## config.mk

```make
export PLATFORM = sky130hd
export DESIGN_NAME = lat_req_gen
export DESIGN_NICKNAME = d
export VERILOG_FILES = /design/src/rtl/lat_req_gen_pkg.sv /design/src/rtl/lrg_outst_ctr.sv /design/src/rtl/lat_req_gen.sv
export SDC_FILE = /design/constraint.sdc
export NUM_CORES = 1
export LEC_CHECK = 0
export CAP_MARGIN = 20
export CORE_AREA = 2 2 321 323
export DETAILED_ROUTE_END_ITERATION = 10
export DIE_AREA = 0 0 323 325
export GPL_TIMING_DRIVEN = 0
export PLACE_DENSITY = 0.44
export SYNTH_ARGS = -nofsm -noshare
export SYNTH_HDL_FRONTEND = slang
export SYNTH_SLANG_ARGS = --single-unit
```

## constraint.sdc

```tcl
create_clock -name aclk -period 3.6 [get_ports aclk]
set_input_delay 0.72 -clock aclk [delete_from_list [all_inputs] [get_ports aclk]]
set_output_delay 0.72 -clock aclk [all_outputs]
set_load 0.05 [all_outputs]
```

## src/rtl/lat_req_gen_pkg.sv

```systemverilog
// rtl/lat_req_gen_pkg.sv - shared types and constants for lat_req_gen
// Contents: FSM state enum, err_flags bit indices, default parameter values.
package lat_req_gen_pkg;

  typedef enum logic [2:0] {
    IDLE  = 3'd0,
    ISSUE = 3'd1,
    GAP   = 3'd2,
    DRAIN = 3'd3,
    DONE  = 3'd4
  } lrg_state_t;

  localparam int ERR_UNEXP_TLAST = 0;
  localparam int ERR_BEAT_CNT    = 1;

  localparam int LRG_ADDR_W    = 48;
  localparam int LRG_LEN_W     = 28;
  localparam int LRG_DATA_W    = 512;
  localparam int LRG_MAX_OUTST = 16;

endpackage

```

## src/rtl/lrg_outst_ctr.sv

```systemverilog
// rtl/lrg_outst_ctr.sv - outstanding request counter for lat_req_gen
// Ports:
//   aclk, aresetn      clock, synchronous active-low reset
//   i_inc              request handshake
//   i_dec              response tlast handshake
//   o_full             count has reached MAX_OUTST
//   o_underflow_pulse  i_dec seen with nothing outstanding (count held at 0)
module lrg_outst_ctr
  import lat_req_gen_pkg::*;
#(
  parameter int MAX_OUTST = LRG_MAX_OUTST
) (
  input  logic aclk,
  input  logic aresetn,
  input  logic i_inc,
  input  logic i_dec,
  output logic o_full,
  output logic o_underflow_pulse
);

  localparam int CNT_W = $clog2(MAX_OUTST) + 1;

  logic [CNT_W-1:0] r_cnt;
  logic             w_zero;

  assign w_zero            = (r_cnt == '0);
  assign o_full            = (r_cnt == CNT_W'(MAX_OUTST));
  // A tlast that coincides with a new request is matched by it, so only a
  // lone decrement at zero is an underflow.
  assign o_underflow_pulse = i_dec && !i_inc && w_zero;

  always_ff @(posedge aclk) begin
    if (!aresetn) begin
      r_cnt <= '0;
    end else if (i_inc && !i_dec) begin
      r_cnt <= r_cnt + 1'b1;
    end else if (i_dec && !i_inc && !w_zero) begin
      r_cnt <= r_cnt - 1'b1;
    end
  end

endmodule

```

## src/rtl/lat_req_gen.sv

```systemverilog
// rtl/lat_req_gen.sv - read-latency request generator and response sink
// Optional build macro: LAT_REQ_GEN_BEAT_CHK_EN enables the per-response beat
// counter driving err_flags[1]; without it err_flags[1] is 0 and sink_tdata
// is ignored.
// Ports:
//   aclk, aresetn               clock, synchronous active-low reset
//   start                       launch pulse, taken in IDLE or DONE only
//   cfg_num_req/base_addr/stride/len/gap   run configuration, latched on start
//   rd_req_valid/ready/vaddr/len           read-request channel
//   sink_tvalid/tready/tlast/tdata         returned data stream
//   busy, done                  run status
//   reqs_issued, resps_done     request / tlast handshakes since launch
//   err_flags                   [0] unexpected tlast, [1] beat-count mismatch
module lat_req_gen
  import lat_req_gen_pkg::*;
#(
  parameter int ADDR_W    = LRG_ADDR_W,
  parameter int LEN_W     = LRG_LEN_W,
  parameter int DATA_W    = LRG_DATA_W,
  parameter int MAX_OUTST = LRG_MAX_OUTST
) (
  input  logic              aclk,
  input  logic              aresetn,
  input  logic              start,
  input  logic [31:0]       cfg_num_req,
  input  logic [ADDR_W-1:0] cfg_base_addr,
  input  logic [ADDR_W-1:0] cfg_stride,
  input  logic [LEN_W-1:0]  cfg_len,
  input  logic [15:0]       cfg_gap,
  output logic              rd_req_valid,
  input  logic              rd_req_ready,
  output logic [ADDR_W-1:0] rd_req_vaddr,
  output logic [LEN_W-1:0]  rd_req_len,
  input  logic              sink_tvalid,
  output logic              sink_tready,
  input  logic              sink_tlast,
  input  logic [DATA_W-1:0] sink_tdata,
  output logic              busy,
  output logic              done,
  output logic [31:0]       reqs_issued,
  output logic [31:0]       resps_done,
  output logic [1:0]        err_flags
);

  lrg_state_t        r_state, w_state_nxt;
  logic [31:0]       r_num, r_reqs_issued, r_resps_done;
  logic [ADDR_W-1:0] r_vaddr, r_stride;
  logic [LEN_W-1:0]  r_len;
  logic [15:0]       r_gap, r_gap_cnt;
  logic              r_err_unexp, w_err_beat;
  logic              w_full, w_underflow;
  logic              w_req_valid, w_req_hs, w_beat_hs, w_tlast_hs;
  logic              w_start_acc, w_last_req;
  logic              w_unused_tdata;

  // Responses are never back-pressured; ready drops only while in reset.
  assign sink_tready    = aresetn;
  assign w_unused_tdata = ^sink_tdata;

  // Only a handshake can raise the count, so valid cannot fall while pending.
  assign w_req_valid = (r_state == ISSUE) && !w_full;
  assign w_req_hs    = w_req_valid && rd_req_ready;
  assign w_beat_hs   = sink_tvalid && sink_tready;
  assign w_tlast_hs  = w_beat_hs && sink_tlast;
  assign w_start_acc = start && ((r_state == IDLE) || (r_state == DONE));
  assign w_last_req  = ((r_reqs_issued + 32'd1) == r_num);

  assign rd_req_valid = w_req_valid;
  assign rd_req_vaddr = r_vaddr;
  assign rd_req_len   = r_len;
  assign busy         = (r_state == ISSUE) || (r_state == GAP) || (r_state == DRAIN);
  assign done         = (r_state == DONE);
  assign reqs_issued  = r_reqs_issued;
  assign resps_done   = r_resps_done;
  assign err_flags[ERR_UNEXP_TLAST] = r_err_unexp;
  assign err_flags[ERR_BEAT_CNT]    = w_err_beat;

  lrg_outst_ctr #(
    .MAX_OUTST(MAX_OUTST)
  ) u_outst (
    .aclk             (aclk),
    .aresetn          (aresetn),
    .i_inc            (w_req_hs),
    .i_dec            (w_tlast_hs),
    .o_full           (w_full),
    .o_underflow_pulse(w_underflow)
  );

  always_ff @(posedge aclk) begin
    if (!aresetn) begin
      r_state <= IDLE;
    end else begin
      r_state <= w_state_nxt;
    end
  end

  always_comb begin
    w_state_nxt = r_state;
    case (r_state)
      IDLE, DONE: begin
        if (start) begin
          w_state_nxt = (cfg_num_req == 32'd0) ? DONE : ISSUE;
        end
      end
      ISSUE: begin
        if (w_req_hs) begin
          if (w_last_req) begin
            w_state_nxt = DRAIN;
          end else if (r_gap != 16'd0) begin
            w_state_nxt = GAP;
          end
        end
      end
      GAP: begin
        if (r_gap_cnt <= 16'd1) begin
          w_state_nxt = ISSUE;
        end
      end
      DRAIN: begin
        if (r_resps_done == r_num) begin
          w_state_nxt = DONE;
        end
      end
      default: w_state_nxt = IDLE;
    endcase
  end

  always_ff @(posedge aclk) begin
    if (!aresetn) begin
      r_num         <= '0;
      r_vaddr       <= '0;
      r_stride      <= '0;
      r_len         <= '0;
      r_gap         <= '0;
      r_gap_cnt     <= '0;
      r_reqs_issued <= '0;
      r_resps_done  <= '0;
      r_err_unexp   <= 1'b0;
    end else begin
      if (w_start_acc) begin
        r_num         <= cfg_num_req;
        r_vaddr       <= cfg_base_addr;
        r_stride      <= cfg_stride;
        r_len         <= cfg_len;
        r_gap         <= cfg_gap;
        r_reqs_issued <= '0;
        r_resps_done  <= '0;
        r_err_unexp   <= 1'b0;
      end else begin
        if (w_req_hs) begin
          r_reqs_issued <= r_reqs_issued + 32'd1;
          r_vaddr       <= r_vaddr + r_stride;
          r_gap_cnt     <= r_gap;
        end else if (r_state == GAP) begin
          r_gap_cnt <= r_gap_cnt - 16'd1;
        end
        if (w_tlast_hs && !w_underflow) begin
          r_resps_done <= r_resps_done + 32'd1;
        end
      end
      // A stray tlast must stay visible even in the cycle of a relaunch.
      if (w_underflow) begin
        r_err_unexp <= 1'b1;
      end
    end
  end

`ifdef LAT_REQ_GEN_BEAT_CHK_EN
  localparam int BEAT_SH = $clog2(DATA_W / 8);

  logic [LEN_W-1:0] r_beat_cnt, w_beat_num, w_exp_beats;
  logic             r_err_beat;

  assign w_beat_num  = r_beat_cnt + 1'b1;
  assign w_exp_beats = r_len >> BEAT_SH;
  assign w_err_beat  = r_err_beat;

  always_ff @(posedge aclk) begin
    if (!aresetn) begin
      r_beat_cnt <= '0;
      r_err_beat <= 1'b0;
    end else if (w_start_acc) begin
      r_beat_cnt <= '0;
      r_err_beat <= 1'b0;
    end else if (w_beat_hs) begin
      if (sink_tlast) begin
        r_beat_cnt <= '0;
        if (w_beat_num != w_exp_beats) begin
          r_err_beat <= 1'b1;
        end
      end else if (w_beat_num == w_exp_beats) begin
        // Full length without tlast: flag it and treat the next beat as a new response.
        r_beat_cnt <= '0;
        r_err_beat <= 1'b1;
      end else begin
        r_beat_cnt <= w_beat_num;
      end
    end
  end
`else
  assign w_err_beat = 1'b0;
`endif

endmodule

```

== Yosys cells after proc, flatten, opt, wreduce, memory -nomap -nowiden ==
Index checks and enable logic that the tools add are counted.
Widths: inputs -> output; s select.

* Register bits after elaboration: 261
* Output and inout port bits: 146
* Logic and storage cells: 78

* Add/subtract/negate cells: 6
* Magnitude comparators: 1
* Equal/unequal tests: 12
* Mux-type cells: 16
* Bitwise operators: 2
* Reductions and logical operators: 30

{| class="wikitable"
|+ Operator list
! operator !! count
|-
| $mux 48 || 2
|-
| $add 32x1->32 const B || 2
|-
| $eq 32x32->1 || 2
|-
| $add 48x48->48 || 1
|-
| $logic_not 32->1 || 1
|-
| $mux 16 || 2
|-
| $mux 3 || 7
|-
| $le 16x1->1 const B || 1
|-
| $reduce_bool 16->1 || 1
|-
| $sub 16x1->16 const B || 1
|-
| $pmux 3 s4 || 1
|-
| $logic_and 1x1->1 || 10
|-
| $mux 5 || 2
|-
| $reduce_bool 2->1 || 4
|-
| $eq 3x2->1 const B || 2
|-
| $ne 2x1->1 const B || 3
|-
| $add 5x1->5 const B || 1
|-
| $eq 5x5->1 const B || 1
|-
| $logic_not 1->1 || 5
|-
| $logic_not 5->1 || 1
|-
| $reduce_and 5->1 || 1
|-
| $sub 5x1->5 const B || 1
|-
| $reduce_or 2->1 || 2
|-
| $eq 3x1->1 const B || 1
|-
| other kinds (8) || 12
|}

== Logic depth before layout (Yosys ltp) ==
Gate-level depths: netlist of the first run.

* Depth after elaboration: 9
* Depth in mapped cells: 13
* Depth with buffers taken out: 12

== Cells and area by module ==
A second synthesis of the first run with hierarchy kept.

* Cell total of the unflattened synthesis: 1977
* Area total of the unflattened synthesis: 14969.4 um2

{| class="wikitable"
|+ By module, submodules not included
! module !! times used !! cells each !! area each (um2)
|-
| lat_req_gen || 1 || 1932 || 14564.0
|-
| lrg_outst_ctr || 1 || 45 || 405.4
|}

== Least setup slack after synthesis of the first run ==
OpenSTA, ideal clock, no wires.

* Path kind: register to register
* Start point: register r_vaddr[0] (netlist: rd_req_vaddr[0])
* End point: register r_vaddr[34] (netlist: rd_req_vaddr[34])
* Library setup time: 132 ps
* Arrival time: 3389 ps
* Setup slack: 78 ps
* Cell stages (with the launch flop): 13
* Period minus slack after synthesis: 3522 ps
* Path through: dfxtp_1 > ha_1 > fa_1 > a21o_1 > a311o_1 > and4_1 > o311ai_2 > a21boi_1 > a2111oi_2 > o31ai_1 > a311oi_1 > xor2_1 > a21oi_1

* Cells in the longest elaborated chain, start to end: 3

{| class="wikitable"
|+ Ends and longest elaborated chain
! what !! line !! RTL
|-
| start: declaration || lat_req_gen.sv:47 || <nowiki>logic [ADDR_W-1:0] r_vaddr, r_stride;</nowiki>
|-
| start signal: assignment || lat_req_gen.sv:142 || <nowiki>r_vaddr <= cfg_base_addr;</nowiki>
|-
| start signal: assignment || lat_req_gen.sv:152 || <nowiki>r_vaddr <= r_vaddr + r_stride;</nowiki>
|-
| $add 48x48->48 || lat_req_gen.sv:152 ||
|-
| $mux 48 || lat_req_gen.sv:150 || <nowiki>if (w_req_hs) begin</nowiki>
|-
| $mux 48 || lat_req_gen.sv:140 || <nowiki>if (w_start_acc) begin</nowiki>
|}

No other way between the ends. The select of a mux whose other input is x is not followed.
A chain may end at the register's enable or synchronous reset.

== Final worst setup path of the first run ==
* Start point: register r_reqs_issued[2] (netlist: reqs_issued[2])
* End point: register r_state[2]

* Cells in the longest elaborated chain, start to end: 5

{| class="wikitable"
|+ Ends and longest elaborated chain
! what !! line !! RTL
|-
| start: declaration || lat_req_gen.sv:46 || <nowiki>logic [31:0] r_num, r_reqs_issued, r_resps_done;</nowiki>
|-
| start signal: assignment || lat_req_gen.sv:151 || <nowiki>r_reqs_issued <= r_reqs_issued + 32'd1;</nowiki>
|-
| $add 32x1->32 * || lat_req_gen.sv:66 || <nowiki>assign w_last_req = ((r_reqs_issued + 32'd1) == r_num);</nowiki>
|-
| $eq 32x32->1 * || lat_req_gen.sv:66 ||
|-
| $mux 3 || lat_req_gen.sv:107 || <nowiki>if (w_last_req) begin</nowiki>
|-
| $mux 3 || lat_req_gen.sv:106 || <nowiki>if (w_req_hs) begin</nowiki>
|-
| $pmux 3 s4 || lat_req_gen.sv:99 || <nowiki>case (r_state)</nowiki>
|-
| end signal: assignment || lat_req_gen.sv:93 || <nowiki>r_state <= w_state_nxt;</nowiki>
|-
| end: declaration || lat_req_gen.sv:45 || <nowiki>lrg_state_t r_state, w_state_nxt;</nowiki>
|}

Every way passes the cells marked *; elsewhere a longest branch is shown, timed or not. The select of a mux whose other input is x is not followed.

==> results of run 1 <==
## tightest hold or removal path: cells and delay by family (launching register included)
family	cells	cell delay, ns
AND/OR/NAND/NOR	1	0.05
flip-flops	1	0.30
AO/OA/AOI/OAI	1	0.06
## cells by family (layout without fill, tap and decap cells)
group | Yosys count | after routing | synth area share (%)
AOI/OAI and AO/OA | 467 | 467 | 22.07
xor gates and xnor gates | 174 | 174 | 10.28
adders and majority gates | 57 | 57 | 4.897
buffers and inverters | 141 | 537 | 3.816
DFF | 261 | 261 | 35.26
muxes | 12 | 12 | 0.8274
other | 1 | 3 | 0.02530
and+or+nand+nor | 748 | 748 | 22.82
## synth_stat cells (5+ instances only)
cell / count
or3_1: 20
a21oi_1: 94
xnor2_1: 68
nor2_1: 123
and4_1: 9
nand3_1: 39
nand3b_1: 5
clkbuf_1: 93
nand2b_1: 8
nand2_1: 398
nor3_1: 26
buf_2: 11
a311oi_1: 16
o21bai_1: 6
and3_1: 19
mux2i_1: 10
a21o_1: 36
nand4_1: 28
and2_1: 14
a21boi_0: 130
inv_1: 21
nor2b_1: 11
a211oi_1: 10
a31oi_1: 7
o211ai_1: 23
o21ai_0: 59
xor2_1: 106
nor4_1: 28
ha_1: 54
buf_1: 10
dfxtp_1: 261
o211a_1: 32
## metal layers
layer  routed length [um]  global-route usage (%)
met1                31490                   17.14
met2                31440                   20.92
met3                 5949                   4.065
met4                 1275                   2.518
met5                  141                       0
## report_power, final
group	total [W]	leakage, nW	switching, W	internal (W)
Combinational	0.00305	5.32	0.00194	0.00111
Clock	0.00382	0.590	0.00156	0.00226
Sequential	0.00345	2.14	0.000287	0.00316
## area by class of cell
| type | count | area, sq um |
|---|---|---|
| multi-input combinational | 1459 | 9178 |
| tap | 1368 | 1712 |
| sequential | 261 | 5226 |
| antenna | 2 | 5.005 |
| clock buffer | 52 | 1042 |
| inverter | 22 | 82.58 |
| clock inverter | 14 | 205.2 |
| timing repair buffer | 330 | 3322 |
| fill | 11360 | 80050 |
| buffer | 119 | 484.2 |
## stage by stage
stage / TNS [ns] / power (W) / cells / utilization [%]
final: 0 / 0.01032 / 3627 / 20.98
after global routing: -0.001389 / 0.01088 / 3625 / 20.98
after CTS: 0 / 0.01048 / 3624 / 20.91
after detailed placement: -11.02 / 0.006569 / 3557 / 19.59
after global placement: -24.68 / 0.006555 / 3551 / 19.50
after floorplan: 0 / 0.005279 / 1861 / -
## worst max-delay path by stage
stage	cells after the start	slack, ns	from	to
2_1_floorplan	12	0.08	rd_req_vaddr[0]	rd_req_vaddr[34]
3_3_place_gp	11	-0.77	aresetn	resps_done[31]
3_5_place_dp	11	-0.78	aresetn	resps_done[31]
4_1_cts	12	0.02	reqs_issued[2]	r_state[2]
5_1_grt	12	-0.001	reqs_issued[0]	r_state[2]
6_report	13	0.14	reqs_issued[2]	r_state[2]
## flip-flops by register name (all words and copies together), names as in the netlist
| signal | flops |
|---|---|
| r_stride | 48 |
| r_state | 3 |
| rd_req_vaddr | 48 |
| reqs_issued | 32 |
| r_num | 32 |
| resps_done | 32 |
| r_gap | 16 |
| r_gap_cnt | 16 |
| rd_req_len | 28 |
| u_outst.r_cnt | 5 |
| r_err_unexp | 1 |
## cells in the final DEF (no fill, tap or decap), types with 5 or more instances in the layout
cell type        instances
clkbuf_16               37
nand4_1                 28
dfxtp_1                260
o211ai_1                23
mux2i_1                 10
a311oi_1                14
nand2b_1                 8
clkdlybuf4s50_1        320
buf_8                    5
nand2_1                398
clkbuf_8                 6
inv_1                   21
nor4_1                  28
a21boi_0               130
buf_1                   10
and4_1                   8
nor2_1                 123
or3_1                   20
o21ai_0                 57
buf_2                   11
o211a_1                 32
xor2_1                 106
clkinvlp_4               5
o21bai_1                 6
and3_1                  18
nor3_1                  25
clkbuf_1               101
a31oi_1                  7
xnor2_1                 68
nor2b_1                 11
a21oi_1                 93
a211oi_1                 8
buf_4                    6
nand3_1                 38
a21o_1                  36
o21ai_1                  5
nand3b_1                 5
and2_1                  14
ha_1                    52
## what timing repair did
item                                   4_1_cts  5_1_grt
hold buffers                                 0        0
endpoints found under the hold margin        0        0
gates resized for setup                     19       16
buffers inserted                             1        1
setup endpoints to repair                   18       28
pin swaps                                    6        2
==> summary.txt, run 1 <==
Floorplanning
  • Die area: 105,000 sq um
  • Die height: 325 um
  • Chip width: 323 um
  • Core area: 101,300 sq um
  • Initial Utilization: 14.63%
  • # IOs: 836
  • Row cnt: 117

Critical path
  • Critical path's top delay family: simple AND/OR/NAND/NOR gates
  • Crit Path Max Fanout: 8
  • Worst path most repeated cell: buf_4
  • Reg2reg end: r_state[2]
  • Critical Path, Cell by Cell: buf_2, and3_4, and4_1, buf_4, a311oi_1, or4_1, nor4b_2, nand4_1, nor4_4, buf_4, o21ai_1, a211o_1, o211a_1
  • R2R cell count: 13
  • WP data arrival: 3.93 ns
  • Crit-path max cell delay: 0.63 ns
  • Setup crit end kind: flop
  • Critical path class: reg2reg
  • WP buf/inv: 3
  • RR Startpoint: reqs_issued[2]
  • FF-to-FF setup slack: 0.14 ns
  • Startpoint types: flop
  • Slowest stage cell, crit path: or4_1
  • Worst endpoint required time: 4.07 ns

Timing
  • Worst Max-Slew Pin Slew: 1.069 ns
  • Setup-failing EPs final: 0
  • Slew Viols, Final: 0
  • Setup WS post-layout: 0.1438 ns
  • Layout Skew: 0.03793 ns
  • Final period utilization: 96.01%
  • Final Hold Viols: 0
  • Fmax: 289.3 MHz
  • Rel. slew slack: 28.72%
  • Tmin final: 3.456 ns
  • Min Hold Slack: 0.4626 ns

Synth
  • Share of the synthesized area in the top cell type: 35.26%
  • Main synth FF type: dfxtp_1
  • Yosys warns: 0
  • Synth Net Count: 2,607
  • Sequential area share after synthesis: 35.26%
  • Average size of a mapped cell: 7.963 sq um
  • Mapped Area: 14,820 sq um
  • Yosys cell types: 78
  • Yosys reg bits: 261
  • Cell count after synthesis: 1,861
  • Top cells by area, synth: dfxtp_1, nand2_1, a21boi_0, xor2_1, ha_1
  • Synth area leader: dfxtp_1
  • Post-synth ARST share: 0%
  • Post-synth EDFFs: 0

Clock tree
  • CTS buffer count: 37
  • Clk Latency, worst-skew pair: 0.58 ns
  • Worst-case clock buffer depth: 3
  • Root buffer cell: clkbuf_16
  • Clock sink count: 261
  • Clk slew on worst S/H paths: 0.06 ns
  • H-tree Lvls: 2
  • CTS tree: done

Place
  • Post-placement cell area: 19,840 sq um
  • GP Congestion: 0.8462
  • Worst slack at placement: -0.7761 ns
  • Port bufs: 322
  • Hpwl dp: 56.38 mm

Run status
  • Run status: finished, final reports clean

Route
  • Initial DRC count: 870
  • Drt drc: 0
  • Via count: 14,660
  • Vias per cell: 4.041
  • Routed WL: 70.29 mm
  • Pre-antenna DRT Iters: 6
  • Remaining antenna violation count: 0
  • Average wire per standard cell: 19.38 um

GRT
  • GRT Total Usage: 13.04%
  • Initial antenna violation count: 16
  • Grt ovf: 0
  • First-pass GRT wire length: 101.4 mm
  • Vias in the first global route: 14,720
  • Largest net degree at the start of global routing: 12

Worst hold path
  • Worst Hold End: rd_req_len[23]
  • Worst hold stages: 2
  • Worst hold-check path type: reg2reg
  • Min-delay src: rd_req_len[23]

Power and ir drop
  • Leak pwr: 8.047 nW
  • VDD IR-drop max: 0.2431 mV
  • Power per cell area: 485.4 nW/um^2

Finish
  • Layout cell share with drive strength beyond 1: 5.272%
  • Design area: 21,260 sq um
  • Layout area overhead: 43.44%
  • Final #Nets: 2,976

Run
  • Max-cap violations: 0
Power figures use the tool's default switching activity.
==> inputs of run 2 (changes only) <==
- CORE_AREA: 2 2 321 323 -> 2 2 323 325
- DIE_AREA: 0 0 323 325 -> 0 0 325 327
- HOLD_SLACK_MARGIN: unset -> 0.15
- SYNTH_HIERARCHICAL: unset -> 1
==> run 2 against run 1 <==
Net effect: flip-flop and latch count is the same; sequential power shrank 3%; sequential share of layout area shrank 0.25 points; via count grew 7.3%; clock-buffer cell count is the same; largest cell class unchanged; register-to-register slack lost 0.06 ns; worst hold slack lost 0.010 ns; fmax shrank 1.8%.
==> summary.txt, run 2 <==
Run status
  • Run status: finished, final reports clean

Clock tree
  • Root buffer cell: clkbuf_16
  • Clk Latency, worst-skew pair: 0.57 ns (about the same)
  • Clk slew on worst S/H paths: 0.06 ns (about the same)
  • Clock sink count: 261 (unchanged)
  • H-tree Lvls: 2 (unchanged)
  • CTS buffer count: 35 (-5.4%)
  • Worst-case clock buffer depth: 3 (unchanged)
  • Hold Buf Count CTS: 0 (unchanged)
  • CTS tree: done

Route
  • Pre-antenna DRT Iters: 5 (-1)
  • Drt drc: 0 (unchanged)
  • Average wire per standard cell: 19.39 um (about the same)
  • Vias per cell: 4.182 (+3.5%)
  • Via count: 15,730 (+7.3%)
  • Remaining antenna violation count: 0 (unchanged)
  • Routed WL: 72.92 mm (+3.7%)
  • Initial DRC count: 963 (+11%)

Critical path
  • Critical path class: reg2reg
  • Critical Path, Cell by Cell: buf_6, nand4_4, or4_4, buf_6, or3_4, a211oi_4, or4b_4, nor4_4, o211ai_1, nor4b_2, nor3b_2, o311a_1
  • Crit Path Max Fanout: 8 (unchanged)
  • Slowest stage cell, crit path: or4b_4
  • WP data arrival: 4.02 ns (+0.09 ns)
  • Crit-path max cell delay: 0.51 ns (-0.12 ns)
  • Worst endpoint required time: 4.10 ns (+0.03 ns)
  • Setup crit end kind: flop
  • Worst path most repeated cell: buf_6
  • Startpoint types: flop

Finish
  • Finished Core Util: 21.03% (+0.043 points)
  • Multi-input gate area: 9422 sq um (+2.7%)
  • Register Area: 5265 sq um (+0.74%)
  • Final #Nets: 3,103 (+4.3%)
  • Filler instances: 11,630 (+2.4%)
  • Most frequent cells in the layout: nand2_1, clkdlybuf4s50_1, dfxtp_1
  • Layout cell share with drive strength beyond 1: 7.017% (+1.7 points)
  • Layout area overhead: 44.54%
  • Design area: 21,640 sq um (+1.8%)
  • Leading cell type in the layout, fill and taps excluded: nand2_1

Synth
  • Commonest cells post-synth: nand2_1, dfxtp_1, a21oi_1, nor2_1, clkbuf_1
  • Sequential area share after synthesis: 34.90% (-0.35 points)
  • Yosys cell types: 77 (-1.3%)
  • Top cells by area, synth: dfxtp_1, nand2_1, a21oi_1, xnor2_1, ha_1
  • Cell count after synthesis: 1,977 (+6.2%)
  • Synth Net Count: 2,723 (+4.4%)
  • Yosys warns: 6 (+6)
  • Post-synth EDFFs: 0 (unchanged)
  • Yosys reg bits: 261 (unchanged)
  • Mapped Area: 14,970 sq um (+1.0%)
  • Most common cell in the netlist: nand2_1
  • Average size of a mapped cell: 7.572 sq um (-4.9%)
  • Main synth FF type: dfxtp_1
  • Synth area leader: dfxtp_1
  • Share of the synthesized area in the top cell type: 34.90% (-0.35 points)
  • Post-synth ARST share: 0% (unchanged)

Floorplanning
  • Initial Utilization: 14.55% (-0.082 points)
  • Die height: 327 um (+0.62%)
  • Die area: 106,300 sq um (+1.2%)
  • Row cnt: 118 (+0.85%)
  • Chip width: 325 um (+0.62%)
  • # IOs: 836 (unchanged)
  • Core area: 102,900 sq um (+1.6%)

Timing
  • Layout Skew: 0.02717 ns (-0.01077 ns)
  • Slew Viols, Final: 0 (unchanged)
  • Worst Max-Slew Pin Slew: 1.034 ns (-0.03530 ns)
  • Fmax: 284.0 MHz (-1.8%)
  • Rel. slew slack: 30.50% (+1.8 points)
  • Final period utilization: 97.80% (+1.8 points)
  • Final Hold Viols: 0 (unchanged)
  • Tmin final: 3.521 ns (+0.06471 ns)
  • Setup-failing EPs final: 0 (unchanged)
  • RSZ-0062 raised after global routing: yes
  • Setup WS post-layout: 0.07907 ns (-0.06471 ns)

GRT
  • Initial antenna violation count: 18 (+2)
  • Vias in the first global route: 15,370 (+4.4%)
  • GRT Total Usage: 13.31% (+0.27 points)
  • First-pass GRT wire length: 104.6 mm (+3.2%)
  • Largest net degree at the start of global routing: 19 (+7)
  • Grt ovf: 0 (unchanged)

Power and ir drop
  • Total power: 0.009485 W (-8.1%)
  • Combinational cell fraction of total power: 28.4% (-1.2 points)
  • Seq pwr share: 35.4% (+2.0 points)
  • Int Power: 0.006078 W (-6.9%)
  • VDD IR-drop max: 0.2564 mV (+5.5%)
  • Power per cell area: 438.3 nW/um^2 (-9.7%)
  • Leak pwr: 7.667 nW (-4.7%)
  • Clk pwr share: 36.1% (-0.9 points)
  • Net Switching: 0.003406 W (-10%)
  • Switching Share: 35.91% (-0.81 points)

Worst hold path
  • Worst hold-check path type: reg2reg

Place
  • Port bufs: 322 (unchanged)
  • Hpwl dp: 58.40 mm (+3.6%)
  • Post-placement cell area: 20,020 sq um (+0.90%)
  • Worst slack at placement: -1.324 ns (-0.5483 ns)
  • GP Congestion: 0.8445 (-0.20%)

Run
  • Max-cap violations: 0 (unchanged)
-- run 2: final cells by class --
| type | instances | share of cell area, % |
|---|---|---|
| diodes | 1 | 0.01157 |
| plain buffers | 125 | 2.660 |
| clock buffers | 52 | 4.771 |
| clock inverters | 8 | 0.2371 |
| inverters | 25 | 0.4337 |
| multi-input cells | 1558 | 43.54 |
| flip-flops and latches | 261 | 24.33 |
| well taps | 1380 | 7.980 |
| repair buffers | 351 | 16.03 |
-- run 2: worst max-delay path: cells and delay by family (launching register included) --
kind | cells | cell delay, ns
AND/OR/NAND/NOR | 7 | 2.20
AO/OA/AOI/OAI | 3 | 0.59
flip-flops | 1 | 0.37
buffers and inverters | 2 | 0.28
-- run 2: logic make-up (layout without fill, tap and decap cells) --
| group | after synthesis | count (layout) | share of synthesized area [%] |
|---|---|---|---|
| compound gates | 524 | 524 | 21.46 |
| mux | 8 | 8 | 0.5600 |
| xor+xnor | 167 | 167 | 9.771 |
| buf+inv | 158 | 561 | 4.121 |
| flops | 261 | 261 | 34.90 |
| fa+ha+maj | 56 | 56 | 4.781 |
| simple gates | 802 | 802 | 24.38 |
| other cells | 1 | 2 | 0.02505 |
-- run 2: power groups by stage --
stage	Clock, W	Combinational, W	Sequential, W
after global routing	0.00368	0.00294	0.00339
after global placement	0	0.00268	0.00343
after CTS	0.00357	0.00272	0.00337
after detailed placement	0	0.00268	0.00343
final	0.00343	0.00270	0.00336
after floorplan	0	0.00129	0.00369
-- run 2: path summary, 6_finish.rpt --
kind,start,to,slack (ns),depth (start not counted)
setup / recovery,reqs_issued[3],r_state[0],0.08,12
hold / removal,rd_req_len[10],rd_req_len[10],0.45,2
setup reg to reg,reqs_issued[3],r_state[0],0.08,12
hold reg to reg,rd_req_len[10],rd_req_len[10],0.45,2
-- run 2: repair_timing --
| item | CTS | global route |
|---|---|---|
| pin swaps | 10 | 17 |
| setup buffers | 11 | 16 |
| endpoints found under the setup margin | 44 | 19 |
| gates resized for setup | 36 | 58 |
-- run 2: metal layers --
metal / part of all wire, % / global-route usage (%) / up-vias
li1: - / - / 7726
met1: 46 / 17.70 / 7449
met2: 45 / 21.34 / 441
met3: 6.3 / 3.379 / 96
met4: 2.4 / 3.533 / 18
met5: 0.17 / 0 / -
-- run 2: per-stage QoR --
| step | cells | TNS [ns] | hold slack [ns] |
|---|---|---|---|
| after floorplan | 1977 | -0.0004794 | 0.4400 |
| after global routing | 3760 | -0.03783 | 0.4682 |
| after CTS | 3749 | 0 | 0.4553 |
| final | 3761 | 0 | 0.4523 |
| after global placement | 3679 | -49.78 | 0.4419 |
| after detailed placement | 3681 | -28.09 | 0.4460 |
==> inputs of run 3 (changes only) <==
--- a/config.mk
+++ b/config.mk
@@ -7,10 +7,10 @@
 export LEC_CHECK = 0
 export CAP_MARGIN = 20
-export CORE_AREA = 2 2 323 325
+export CORE_AREA = 2 2 327 329
 export DETAILED_ROUTE_END_ITERATION = 10
-export DIE_AREA = 0 0 325 327
+export DIE_AREA = 0 0 329 331
 export GPL_TIMING_DRIVEN = 0
 export HOLD_SLACK_MARGIN = 0.15
-export PLACE_DENSITY = 0.44
+export PLACE_DENSITY = 0.43
 export SYNTH_ARGS = -nofsm -noshare
 export SYNTH_HDL_FRONTEND = slang
==> constraint.sdc (replaced) <==
create_clock -name aclk -period 3.6 [get_ports aclk]
set_input_delay 0.36 -clock aclk [delete_from_list [all_inputs] [get_ports aclk]]
set_output_delay 0.36 -clock aclk [all_outputs]
set_load 0.05 [all_outputs]
==> run 3 against run 2 <==
Net effect: routed wire length grew 1.6%; clock power grew 20%; largest power group unchanged; total power grew 7.5%; highest routed layer unchanged; clock skew shrank 0.0096 ns; fmax grew 1.3%; largest cell class unchanged; sequential power is essentially flat; critical endpoint unchanged; design area grew 1.3%; flip-flop and latch count is the same; clock-buffer cell count shrank 1.
==> summary.txt, run 3 (synthesized netlist as in run 2, its figures left out) <==
Run status
  • Run status: finished, final reports clean

Finish
  • Most frequent cells in the layout: nand2_1, clkdlybuf4s50_1, dfxtp_1
  • Leading cell type in the layout, fill and taps excluded: nand2_1
  • Layout area overhead: 46.49%
  • Finished Core Util: 20.89% (-0.14 points)
  • Design area: 21,930 sq um (+1.3%)
  • Final #Nets: 3,102 (-0.032%)
  • Non-filler cells, final: 3,783 (+0.58%)
  • Layout cell share with drive strength beyond 1: 7.754% (+0.74 points)

Timing
  • Worst Max-Slew Pin Slew: 1.137 ns (+0.1035 ns)
  • RSZ-0062 raised after global routing: yes
  • Fmax: 287.6 MHz (+1.3%)
  • Final Hold Viols: 0 (unchanged)
  • Final period utilization: 96.58% (-1.2 points)
  • Layout Skew: 0.01757 ns (-0.009594 ns)
  • Tmin final: 3.477 ns (-0.04403 ns)
  • Slew Viols, Final: 0 (unchanged)
  • Rel. slew slack: 24.17% (-6.3 points)
  • Setup-failing EPs final: 0 (unchanged)

Critical path
  • Critical path origin: reqs_issued[10]
  • Critical path class: reg2reg
  • RR Startpoint: reqs_issued[10]
  • WP data arrival: 3.99 ns (-0.03 ns)
  • Slowest stage cell, crit path: or4b_4
  • Critical Path, Cell by Cell: buf_2, nand3_1, or4_4, buf_6, or3_4, a211oi_4, or4b_4, nor4_4, o211ai_1, nor4b_2, nor3b_2, o311a_1
  • Crit Path Max Fanout: 8 (unchanged)
  • Worst endpoint required time: 4.12 ns (+0.02 ns)
  • Crit-path max cell delay: 0.51 ns (about the same)
  • Setup crit end kind: flop
  • Startpoint types: flop

GRT
  • GRT Total Usage: 13.30% (-0.015 points)
  • Vias in the first global route: 15,610 (+1.5%)
  • Initial antenna violation count: 19 (+1)
  • Grt ovf: 0 (unchanged)
  • Largest net degree at the start of global routing: 19 (unchanged)
  • First-pass GRT wire length: 105.8 mm (+1.2%)

Route
  • Vias per cell: 4.161 (-0.51%)
  • Initial DRC count: 979 (+1.7%)
  • Drt drc: 0 (unchanged)
  • Average wire per standard cell: 19.59 um (+1.0%)
  • Pre-antenna DRT Iters: 5 (unchanged)
  • Remaining antenna violation count: 0 (unchanged)
  • Routed WL: 74.09 mm (+1.6%)
  • Via count: 15,740 (+0.070%)

Clock tree
  • Clk slew on worst S/H paths: 0.06 ns (about the same)
  • H-tree Lvls: 2 (unchanged)
  • Clk Latency, worst-skew pair: 0.58 ns (about the same)
  • CTS tree: done
  • Clock sink count: 261 (unchanged)
  • Root buffer cell: clkbuf_16
  • CTS buffer count: 38 (+8.6%)
  • Worst-case clock buffer depth: 3 (unchanged)

Worst hold path
  • Min-delay src: cfg_stride[35]
  • Worst hold-check path type: in2reg

Run
  • Max-cap violations: 0 (unchanged)

Floorplanning
  • Initial Utilization: 14.26% (-0.29 points)
  • Die height: 331 um (+1.2%)
  • Row cnt: 119 (+0.85%)
  • Die area: 108,900 sq um (+2.5%)
  • Core area: 105,000 sq um (+2.0%)
  • Chip width: 329 um (+1.2%)
  • # IOs: 836 (unchanged)

Place
  • Post-placement cell area: 20,050 sq um (+0.14%)
  • Hpwl dp: 59.30 mm (+1.5%)
  • Cells after DPL: 3,693 (+0.33%)
  • GP Congestion: 0.8408 (-0.44%)
  • Port bufs: 322 (unchanged)

Power and ir drop
  • Leak pwr: 7.804 nW (+1.8%)
  • VDD IR-drop max: 0.3358 mV (+31%)
  • Power per cell area: 465.1 nW/um^2 (+6.1%)
[run 3: per-stage QoR]
stage	power, W	setup slack (ns)	hold WS (ns)	setup TNS [ns]
final	0.01020	0.1231	0.3241	0
after global routing	0.01073	-0.01948	0.3077	-0.04165
after CTS	0.01037	0.001708	0.2761	0
after detailed placement	0.006116	-1.243	0.4477	-26.28
after global placement	0.006115	-1.285	0.4428	-27.73
after floorplan	0.004978	-0.0004794	0.4400	-0.0004794
[run 3: timing repair]
action	4_1_cts	5_1_grt
setup buffers	13	14
resized for setup	51	41
setup endpoints to repair	46	17
pin swaps	10	13
hold buffers	0	0
[run 3: cell type report]
class                      instances  area, sq um
inverter                          25        93.84
clock buffer                      51         1124
tap                             1391         1740
multi-input combinational       1558         9447
buffer                           120        528.0
fill                           11890        83040
timing repair buffer             352         3483
sequential                       261         5261
antenna                            6        15.01
clock inverter                    19        236.5
[run 3: final timing paths]
check	depth (start not counted)	slack [ns]	to
setup / recovery	12	0.12	r_state[0]
hold / removal	3	0.32	r_stride[35]
setup reg to reg	12	0.12	r_state[0]
hold reg to reg	2	0.45	rd_req_len[8]
[run 3: critical path, delay by kind of cell, from the launching register on]
family | cells | cell delay (ns)
simple gates | 7 | 2.06
compound gates | 3 | 0.61
flops | 1 | 0.38
buf+inv | 2 | 0.36
[run 3: routing by layer]
| metal | global-route usage (%) | up-vias | share of wire [%] |
|---|---|---|---|
| li1 | - | 7724 | - |
| met1 | 17.84 | 7495 | 46 |
| met2 | 21.55 | 438 | 45 |
| met3 | 3.106 | 72 | 6.8 |
| met4 | 2.978 | 12 | 1.8 |
| met5 | 0 | - | 0.11 |
[run 3: power breakdown]
group | leakage [nW] | internal [W] | switching [W] | total [W]
clock network | 0.672 | 0.00256 | 0.00158 | 0.00413
logic | 4.99 | 0.000978 | 0.00172 | 0.00270
registers | 2.14 | 0.00312 | 0.000246 | 0.00337
